File: src/rtl/bcd2bin_pkg.sv
// bcd2bin_pkg: shared types and constants for the BCD2BIN scheduler.
// FSM state enum, BCD digit limit, watchdog counter width helper.
package bcd2bin_pkg;

    typedef enum logic [1:0] {
        IDLE   = 2'd0,
        LAUNCH = 2'd1,
        WAIT   = 2'd2,
        RESP   = 2'd3
    } state_t;

    localparam logic [3:0] BCD_MAX = 4'd9;

    function automatic int cnt_width(input int timeout);
        return $clog2(timeout);
    endfunction

endpackage

File: src/rtl/bcd2bin_sched_rr_arbiter.sv
// rr_arbiter: combinational round-robin pick, searching up from ptr.
// req/ptr in; one-hot gnt, binary gnt_idx and any out.
module rr_arbiter #(
    parameter int N  = 4,
    parameter int IW = $clog2(N)
) (
    input  logic [N-1:0]  req,
    input  logic [IW-1:0] ptr,
    output logic [N-1:0]  gnt,
    output logic [IW-1:0] gnt_idx,
    output logic          any
);

    int j;

    // Walk offsets downward so the lowest offset from ptr wins.
    always_comb begin
        gnt_idx = '0;
        any     = 1'b0;
        j       = 0;
        for (int i = N - 1; i >= 0; i--) begin
            j = int'(ptr) + i;
            if (j >= N) j = j - N;
            if (req[j]) begin
                gnt_idx = IW'(j);
                any     = 1'b1;
            end
        end
        gnt = '0;
        if (any) gnt[gnt_idx] = 1'b1;
    end

endmodule

File: src/rtl/bcd2bin_sched.sv
// bcd2bin_sched: shares one BCD2BIN converter among N_REQ requesters.
// in_REQ/in_DEC_BUS/in_UND_BUS from clients; out_ACK/out_BIN/out_ERR back;
// out_DEC/out_UND/out_INIT to converter, in_BIN/in_DONE from it.
module bcd2bin_sched
    import bcd2bin_pkg::*;
#(
    parameter int N_REQ   = 4,
    parameter int TIMEOUT = 16
) (
    input  logic               clk,
    input  logic               rst,
    input  logic [N_REQ-1:0]   in_REQ,
    input  logic [4*N_REQ-1:0] in_DEC_BUS,
    input  logic [4*N_REQ-1:0] in_UND_BUS,
    output logic [N_REQ-1:0]   out_ACK,
    output logic [7:0]         out_BIN,
    output logic               out_ERR,
    output logic               out_BUSY,
    output logic [3:0]         out_DEC,
    output logic [3:0]         out_UND,
    output logic               out_INIT,
    input  logic [7:0]         in_BIN,
    input  logic               in_DONE
);

    localparam int IW = $clog2(N_REQ);
    localparam int CW = cnt_width(TIMEOUT);

    state_t           state;
    logic [IW-1:0]    rr_ptr;
    logic [IW-1:0]    gnt_idx_q;
    logic [N_REQ-1:0] gnt_q;
    logic             mask_vld;
    logic [CW-1:0]    cnt;
    logic [3:0]       dec_q;
    logic [3:0]       und_q;
    logic [7:0]       res_q;
    logic             err_q;

    logic [N_REQ-1:0] cand;
    logic [N_REQ-1:0] arb_gnt;
    logic [IW-1:0]    arb_idx;
    logic             arb_any;
    logic [3:0]       sel_dec;
    logic [3:0]       sel_und;

    // gnt_q still holds the last served requester during the mask cycle.
    assign cand = in_REQ & ~(mask_vld ? gnt_q : '0);

    rr_arbiter #(.N(N_REQ), .IW(IW)) u_arb (
        .req     (cand),
        .ptr     (rr_ptr),
        .gnt     (arb_gnt),
        .gnt_idx (arb_idx),
        .any     (arb_any)
    );

    assign sel_dec = in_DEC_BUS[{arb_idx, 2'b00} +: 4];
    assign sel_und = in_UND_BUS[{arb_idx, 2'b00} +: 4];

    always_ff @(posedge clk or negedge rst) begin
        if (!rst) begin
            state     <= IDLE;
            rr_ptr    <= '0;
            gnt_idx_q <= '0;
            gnt_q     <= '0;
            mask_vld  <= 1'b0;
            cnt       <= '0;
            dec_q     <= '0;
            und_q     <= '0;
            res_q     <= '0;
            err_q     <= 1'b0;
        end else begin
            unique case (state)
                IDLE: begin
                    mask_vld <= 1'b0;
                    if (arb_any) begin
                        gnt_idx_q <= arb_idx;
                        gnt_q     <= arb_gnt;
                        dec_q     <= sel_dec;
                        und_q     <= sel_und;
                        if (sel_dec > BCD_MAX || sel_und > BCD_MAX) begin
                            res_q <= '0;
                            err_q <= 1'b1;
                            state <= RESP;
                        end else begin
                            state <= LAUNCH;
                        end
                    end
                end
                LAUNCH: begin
                    cnt   <= '0;
                    state <= WAIT;
                end
                WAIT: begin
                    if (in_DONE) begin
                        res_q <= in_BIN;
                        err_q <= 1'b0;
                        state <= RESP;
                    end else if (cnt == CW'(TIMEOUT - 1)) begin
                        res_q <= '0;
                        err_q <= 1'b1;
                        state <= RESP;
                    end else begin
                        cnt <= cnt + CW'(1);
                    end
                end
                RESP: begin
                    if (gnt_idx_q == IW'(N_REQ - 1)) rr_ptr <= '0;
                    else rr_ptr <= gnt_idx_q + IW'(1);
                    mask_vld <= 1'b1;
                    state    <= IDLE;
                end
                default: state <= IDLE;
            endcase
        end
    end

    // res_q only changes on entry to RESP, so out_BIN holds between ACKs.
    assign out_ACK  = (state == RESP) ? gnt_q : '0;
    assign out_BIN  = res_q;
    assign out_ERR  = (state == RESP) & err_q;
    assign out_BUSY = (state != IDLE);
    assign out_INIT = (state == LAUNCH);
    assign out_DEC  = dec_q;
    assign out_UND  = und_q;

endmodule

File: config.mk
export PLATFORM = sky130hd
export DESIGN_NAME = bcd2bin_sched
export DESIGN_NICKNAME = d
export VERILOG_FILES = /design/src/rtl/bcd2bin_pkg.sv /design/src/rtl/bcd2bin_sched_rr_arbiter.sv /design/src/rtl/bcd2bin_sched.sv
export SDC_FILE = /design/constraint.sdc
export NUM_CORES = 1
export LEC_CHECK = 0
export CAP_MARGIN = 20
export CORE_MARGIN = 2
export CORE_UTILIZATION = 35
export CTS_CLUSTER_DIAMETER = 200
export CTS_CLUSTER_SIZE = 14
export DETAILED_ROUTE_END_ITERATION = 10
export GPL_TIMING_DRIVEN = 0
export HOLD_SLACK_MARGIN = 0.1
export PLACE_DENSITY_LB_ADDON = 0.3
export SYNTH_ARGS = -nofsm -noshare
export SYNTH_HDL_FRONTEND = slang
export SYNTH_SLANG_ARGS = --single-unit
File: constraint.sdc
create_clock -name clk -period 4.8 [get_ports clk]
set_clock_uncertainty 0.15 [all_clocks]
set_input_delay 1.2 -clock clk [delete_from_list [all_inputs] [get_ports clk]]
set_output_delay 1.2 -clock clk [all_outputs]
set_load 0.02 [all_outputs]
==> results of run 1 <==
[layout make-up]
cell class	count	share of cell area (%)
Multi-Input combinational cell	142	38.7
Sequential cell	32	27.8
Timing Repair Buffer	71	24.3
Tap cell	72	3.13
Clock buffer	6	2.52
Buffer	9	1.87
Inverter	11	1.43
Clock inverter	1	0.174
[placed cells by master (no fill, tap or decap), drive strengths merged, types with 2 or more instances in the layout]
| cell | instances |
|---|---|
| ha | 7 |
| a21oi | 6 |
| inv | 11 |
| clkbuf | 11 |
| buf | 7 |
| nor2 | 8 |
| a221o | 2 |
| and3 | 9 |
| a21o | 4 |
| o31ai | 2 |
| and2 | 6 |
| mux4 | 3 |
| o22ai | 2 |
| a211oi | 2 |
| mux2i | 9 |
| nand3 | 5 |
| a22o | 2 |
| nand2 | 24 |
| mux2 | 22 |
| o21ai | 15 |
| clkdlybuf4s50 | 68 |
| a31oi | 3 |
| a221oi | 2 |
| dfrtp | 32 |
[registers in the layout, summed over array words and instances (netlist names), 2 cells and up]
register	cells
out_DEC	4
cnt	4
state	2
gnt_q	4
out_UND	4
rr_ptr	2
gnt_idx_q	2
out_BIN	8
[repair_timing]
action	in CTS	in global routing
setup endpoints to repair	0	9
setup buffers	0	2
endpoints found under the hold margin	0	0
[report_power, final]
part | leakage [µW] | internal, µW | switching (µW) | total, µW
combinational | 0.000826 | 635 | 668 | 1300
clock | 0.0000410 | 98.3 | 92.5 | 191
sequential | 0.000408 | 392 | 76.3 | 468
[critical path: cells and delay by family]
family | cells | cell delay, ns
buffers and inverters | 3 | 0.89
muxes | 2 | 0.62
and+or+nand+nor | 2 | 0.53
AOI/OAI and AO/OA | 6 | 1.22
[worst max-delay path by stage]
| stage | endpoint | slack [ns] | cells after the start |
|---|---|---|---|
| finish | out_BIN[4]$_DFFE_PN0P_ | 0.33 | 13 |
| global route | out_BIN[4]$_DFFE_PN0P_ | 0.08 | 13 |
| CTS | err_q$_DFFE_PN0P_ | 0.09 | 12 |
| detailed placement | err_q$_DFFE_PN0P_ | -0.21 | 12 |
| global placement | out_BIN[5]$_DFFE_PN0P_ | -0.17 | 12 |
| floorplan | err_q$_DFFE_PN0P_ | 0.81 | 11 |
[logic make-up after synthesis]
| kind of cell | after synthesis | share of synthesized area [%] |
|---|---|---|
| buffers and inverters | 20 | 4.73 |
| AND/OR/NAND/NOR | 57 | 13.4 |
| AO/OA/AOI/OAI | 44 | 16.9 |
| adder cells (fa/ha/maj) | 7 | 4.35 |
| multiplexers | 34 | 20.9 |
| flip-flops | 32 | 39.8 |
[routing by layer]
layer,global-route usage [%],vias to the layer above
met4,5.08,0
li1,-,858
met3,5.09,2
met5,0,-
met2,26.0,44
met1,19.1,825
[through the flow]
stage                     instances  setup TNS, ns  worst slack [ns]  hold slack (ns)
after floorplan                 194              0             0.809            0.304
after global placement          335          -1.49            -0.169            0.317
after detailed placement        335          -1.81            -0.209            0.325
after CTS                       342              0            0.0868            0.339
after global routing            344              0            0.0759            0.375
final                           344              0             0.334            0.334
==> impl_metrics.csv, run 1 <==
group,metric,value,unit
routing,dr_wl_met2,2.30,mm
cts,cts_root_buf,"clkbuf_8",
power_and_ir_drop,ir_worst_vdd,356,µV
synthesis,synth_seq_cells,32,
critical_path,crit_chain,"clkdlybuf4s50_1 -> nor2_1 -> a221o_1 -> o22ai_1 -> or3_1 -> a22oi_2 -> buf_2 -> mux2i_1 -> o21a_1 -> a21oi_2 -> a211oi_4 -> buf_4 -> mux2_2",
sta,max_slew_margin,52.8,%
critical_path,timing.rr.end,"out_BIN[4]$_DFFE_PN0P_",
routing,wl_met3,256,µm
cts,htreeDepth,2,
sta,period_share,93.0,%
routing,drcViolationCount,0,
global_route,grt_max_degree,33,
worst_hold_path,hp-start,"out_DEC[2]$_DFFE_PN0P_",
global_route,grt.overflow.total,0,
place,routabilityCongestion,0.774,
global_route,grt_usage,15.6,%
synthesis,yosys_warnings,0,
synthesis,synth.avg_cell_area,10.4,µm²
sta,setup_viol,0,
routing,drt_pre_antenna_iters,4,
cts,cts_sinks,32,
cts,hold_buffers,0,
finish,ff_latch_area,801,µm²
finish,multiInputGateArea,1120,µm²
cts,cts_resized,0,
place,placed_area,2790,µm²
critical_path,slowest_delay,0.42,ns
power_and_ir_drop,p_per_area,681,nW/µm²
critical_path,required,4.81,ns
cts,clk_pin_slew_worst_paths,0.06,ns
floorplanning,core_area,5540,µm²
cts,clk_latency,0.28,ns
synthesis,yosysSeqAreaShare,39.8,%
floorplanning,die_w,79.8,µm
synthesis,synthFlopType,"dfrtp_1",
sta,drv_slew,0,
cts,cts_tree,"yes",
synthesis,synth-async-reset-ratio,100,%
routing,final_antenna_net_count,0,
sta,period_minus_slack,4.47,ns
routing,totalWireLength,4.61,mm
finish,nNetsFinal,326,
cts,cts.path.max_buffers,2,
synthesis,synth_edf_count,0,
floorplanning,rows,27,
routing,top_layer,"met4",
place,dp_hpwl,3.56,mm
finish,area_delta_synth_final,43.2,%
power_and_ir_drop,p_leak,0.00127,µW
synthesis,netlist_top_cells_area,"dfrtp_1 40%, mux2_2 11%, mux2i_1 4.5%, nand2_1 4.5%, ha_1 4.4%",
critical_path,r2r_slack,1.07,ns
critical_path,end_kind,"register",
worst_hold_path,hold_depth,2,
floorplanning,ios,70,
synthesis,synth_common_cells,"32 x dfrtp_1, 24 x nand2_1, 20 x mux2_2",
critical_path,r2r_start,"rr_ptr[0]$_DFFE_PN0P_",
power_and_ir_drop,fin_total_pwr,1960,µW
synthesis,syn-instance-count,194,
floorplanning,initial_core_util,36.3,%
global_route,grt_pass1_vias,1649,
critical_path,crit_fanout,10,
status,status,"completed",
finish,drive_gt1_share,15.8,%
critical_path,setup.worst_path.start,"in_REQ[2]",
flow_run,drv_cap,0,
routing,wl_met1,2.02,mm
place,io_buffers,69,
critical_path,rr_worst_depth,13,
sta,rsz0062_at_grt,"no",
routing,drt_iter0_markers,101,
global_route,grt_first_pass_wirelength,7.67,mm
finish,nFillCells,543,
floorplanning,dieArea,6370,µm²
synthesis,synthesis.nets,248,
finish,diodes,0,
finish,final_util,52.0,%
critical_path,critical_path_class,"in2reg",
cts,cts_buffers,5,
synthesis,yosys.area.top_type,"dfrtp_1",
floorplanning,fp.dieH,79.8,µm
synthesis,synth.most_common_cell,"dfrtp_1",
critical_path,start_kind,"input pin",
sta,hold_viol_final,0,
synthesis,yosysTopAreaCellShare,39.8,%
routing,wl_per_cell,13.4,µm
critical_path,slowest_stage,"clkdlybuf4s50_1",
sta,tightest_slew,0.708,ns
finish,postLayoutCellArea,2880,µm²
global_route,antenna_found_initial,0,
routing,drt-vias-per-instance,5.03,
worst_hold_path,whs_endpoint,"out_DEC[2]$_DFFE_PN0P_",
critical_path,arrival,4.48,ns
sta,max_freq,224,MHz
worst_hold_path,hold_path.class,"reg2reg",
synthesis,ys_types,40,
synthesis,syn_area,2010,µm²
routing,num_vias,1729,
Note: power is estimated with default switching activity, not from simulation.
==> run 2, diff against run 1 <==
Settings changed: CORE_UTILIZATION 35 to 31.
==> run 2 against run 1 <==
  * Sequential power hardly changed
  * Die area grew 12%
  * Maximum frequency grew 0.54%
  * Worst setup slack better by 0.024 ns
  * Combinational power barely moved
  * Clock power increased by 10%
  * Highest routed layer unchanged
==> impl_metrics.csv, run 2 (synthesis results as in run 1) <==
group,metric,value,unit
critical_path,slowest_stage,"clkdlybuf4s50_1",
cts,htreeDepth,2,
routing,drt-vias-per-instance,4.97,
critical_path,start_kind,"input pin",
sta,rsz0062_at_grt,"no",
critical_path,arrival,4.46,ns
critical_path,crit_family,"compound AO/OA/AOI/OAI gates",
critical_path,slowest_delay,0.42,ns
cts,cts.path.max_buffers,2,
status,status,"completed",
critical_path,critical_path_class,"in2reg",
cts,cts_tree,"yes",
flow_run,drv_cap,0,
place,io_buffers,69,
cts,cts_sinks,32,
routing,totalWireLength,4.55,mm
floorplanning,core_area,6310,µm²
critical_path,end_kind,"register",
critical_path,path_buf_inv,3,
sta,tightest_slew,0.709,ns
sta,hold_viol_final,0,
power_and_ir_drop,p_leak,0.00128,µW
place,dp_cells,340,
routing,final_antenna_net_count,0,
routing,num_vias,1735,
place,placed_area,2790,µm²
finish,diodes,0,
routing,wl_per_cell,13.0,µm
finish,final_cells,349,
global_route,grt.overflow.total,0,
sta,period_share,92.5,%
sta,max_freq,225,MHz
critical_path,crit_chain,"clkdlybuf4s50_1 -> nor2_1 -> a221o_1 -> o22ai_1 -> or3_1 -> a22oi_2 -> buf_2 -> mux2i_1 -> o21a_1 -> a21oi_2 -> a211oi_4 -> buf_12 -> mux2_2",
sta,drv_slew,0,
routing,drcViolationCount,0,
finish,largest_reg_flops,8,
global_route,grt_first_pass_wirelength,7.88,mm
floorplanning,fp.dieH,84.6,µm
global_route,antenna_found_initial,0,
cts,clk_pin_slew_worst_paths,0.06,ns
finish,final_cell_mix,"68 x clkdlybuf4s50_1, 32 x dfrtp_1, 24 x nand2_1, 20 x mux2_2, 15 x o21ai_0",
finish,drive_gt1_share,16.2,%
sta,period_minus_slack,4.44,ns
worst_hold_path,hold_path.class,"reg2reg",
place,dpl_worst_slack,-0.165,ns
sta,finalWorstSetupSlack,0.358,ns
floorplanning,dieArea,7150,µm²
cts,clk_latency,0.28,ns
floorplanning,ios,70,
sta,setup_viol,0,
cts,cts_root_buf,"clkbuf_8",
critical_path,crit_fanout,10,
critical_path,required,4.81,ns
finish,layout_commonest_cell,"clkdlybuf4s50_1",
global_route,grt_usage,13.4,%
floorplanning,die_w,84.6,µm
sta,max_slew_margin,52.7,%
finish,final_util,46.0,%
place,routabilityCongestion,0.816,
power_and_ir_drop,ir_worst_vdd,326,µV
floorplanning,rows,29,
global_route,grt_pass1_vias,1719,
routing,drt_iter0_markers,75,
finish,area_delta_synth_final,44.5,%
global_route,grt_max_degree,33,
cts,cts_buffers,5,
power_and_ir_drop,p_per_area,685,nW/µm²
place,dp_hpwl,3.48,mm
finish,nNetsFinal,325,
routing,drt_pre_antenna_iters,5,
finish,postLayoutCellArea,2910,µm²
floorplanning,initial_core_util,31.9,%
-- run 2: layout make-up --
type	instances	area, µm²
tap	77	96.3
clock buffer	6	82.6
timing repair buffer	70	706
sequential	32	801
buffer	9	53.8
inverter	11	41.3
fill	638	3410
clock inverter	2	10.0
multi-input combinational	142	1120
-- run 2: repair_timing --
action,4_1_cts,5_1_grt
endpoints found under the setup margin,0,9
resized for setup,0,0
hold buffers,0,0
setup buffers,0,1
-- run 2: per-stage QoR --
stage | power, µW | hold WS (ns) | setup TNS [ns]
final | 1990 | 0.330 | 0
after global routing | 2150 | 0.376 | 0
after CTS | 1980 | 0.338 | 0
after detailed placement | 1760 | 0.325 | -1.45
after global placement | 1740 | 0.314 | -1.22
after floorplan | 1370 | 0.304 | 0
-- run 2: worst paths after layout --
path,startpoint,end,slack (ns),cells after the start
min reg2reg,out_DEC[0]$_DFFE_PN0P_,out_DEC[0]$_DFFE_PN0P_,0.33,2
max reg2reg,rr_ptr[0]$_DFFE_PN0P_,out_BIN[3]$_DFFE_PN0P_,1.07,13
min,out_DEC[0]$_DFFE_PN0P_,out_DEC[0]$_DFFE_PN0P_,0.33,2
min in group asynchronous,rst,out_BIN[3]$_DFFE_PN0P_,0.82,1
max,in_REQ[2],out_BIN[3]$_DFFE_PN0P_,0.36,13
max in group asynchronous,rst,gnt_q[2]$_DFFE_PN0P_,3.22,1
-- run 2: worst register-to-register path, stage by stage (launching register included) --
cell and delay, ns:
dfrtp_1 0.34, buf_6 0.14, mux2_2 0.34, a21oi_1 0.33
a21oi_1 0.07, or3_1 0.33, a22oi_2 0.37, buf_2 0.29
mux2i_1 0.28, o21a_1 0.17, a21oi_2 0.05, a211oi_4 0.24
buf_12 0.16, mux2_2 0.33
-- run 2: power by group --
| part | switching (µW) | internal, µW | leakage, µW |
|---|---|---|---|
| sequential | 73.2 | 392 | 0.000408 |
| combinational | 668 | 645 | 0.000825 |
| clock | 96.9 | 114 | 0.0000510 |
-- run 2: metal layers --
| metal | track usage (%) | part of all wire [%] |
|---|---|---|
| met3 | 3.34 | 4.8 |
| met1 | 18.5 | 46 |
| met2 | 20.8 | 47 |
| met5 | 0 | 0 |
| met4 | 4.33 | 1.3 |
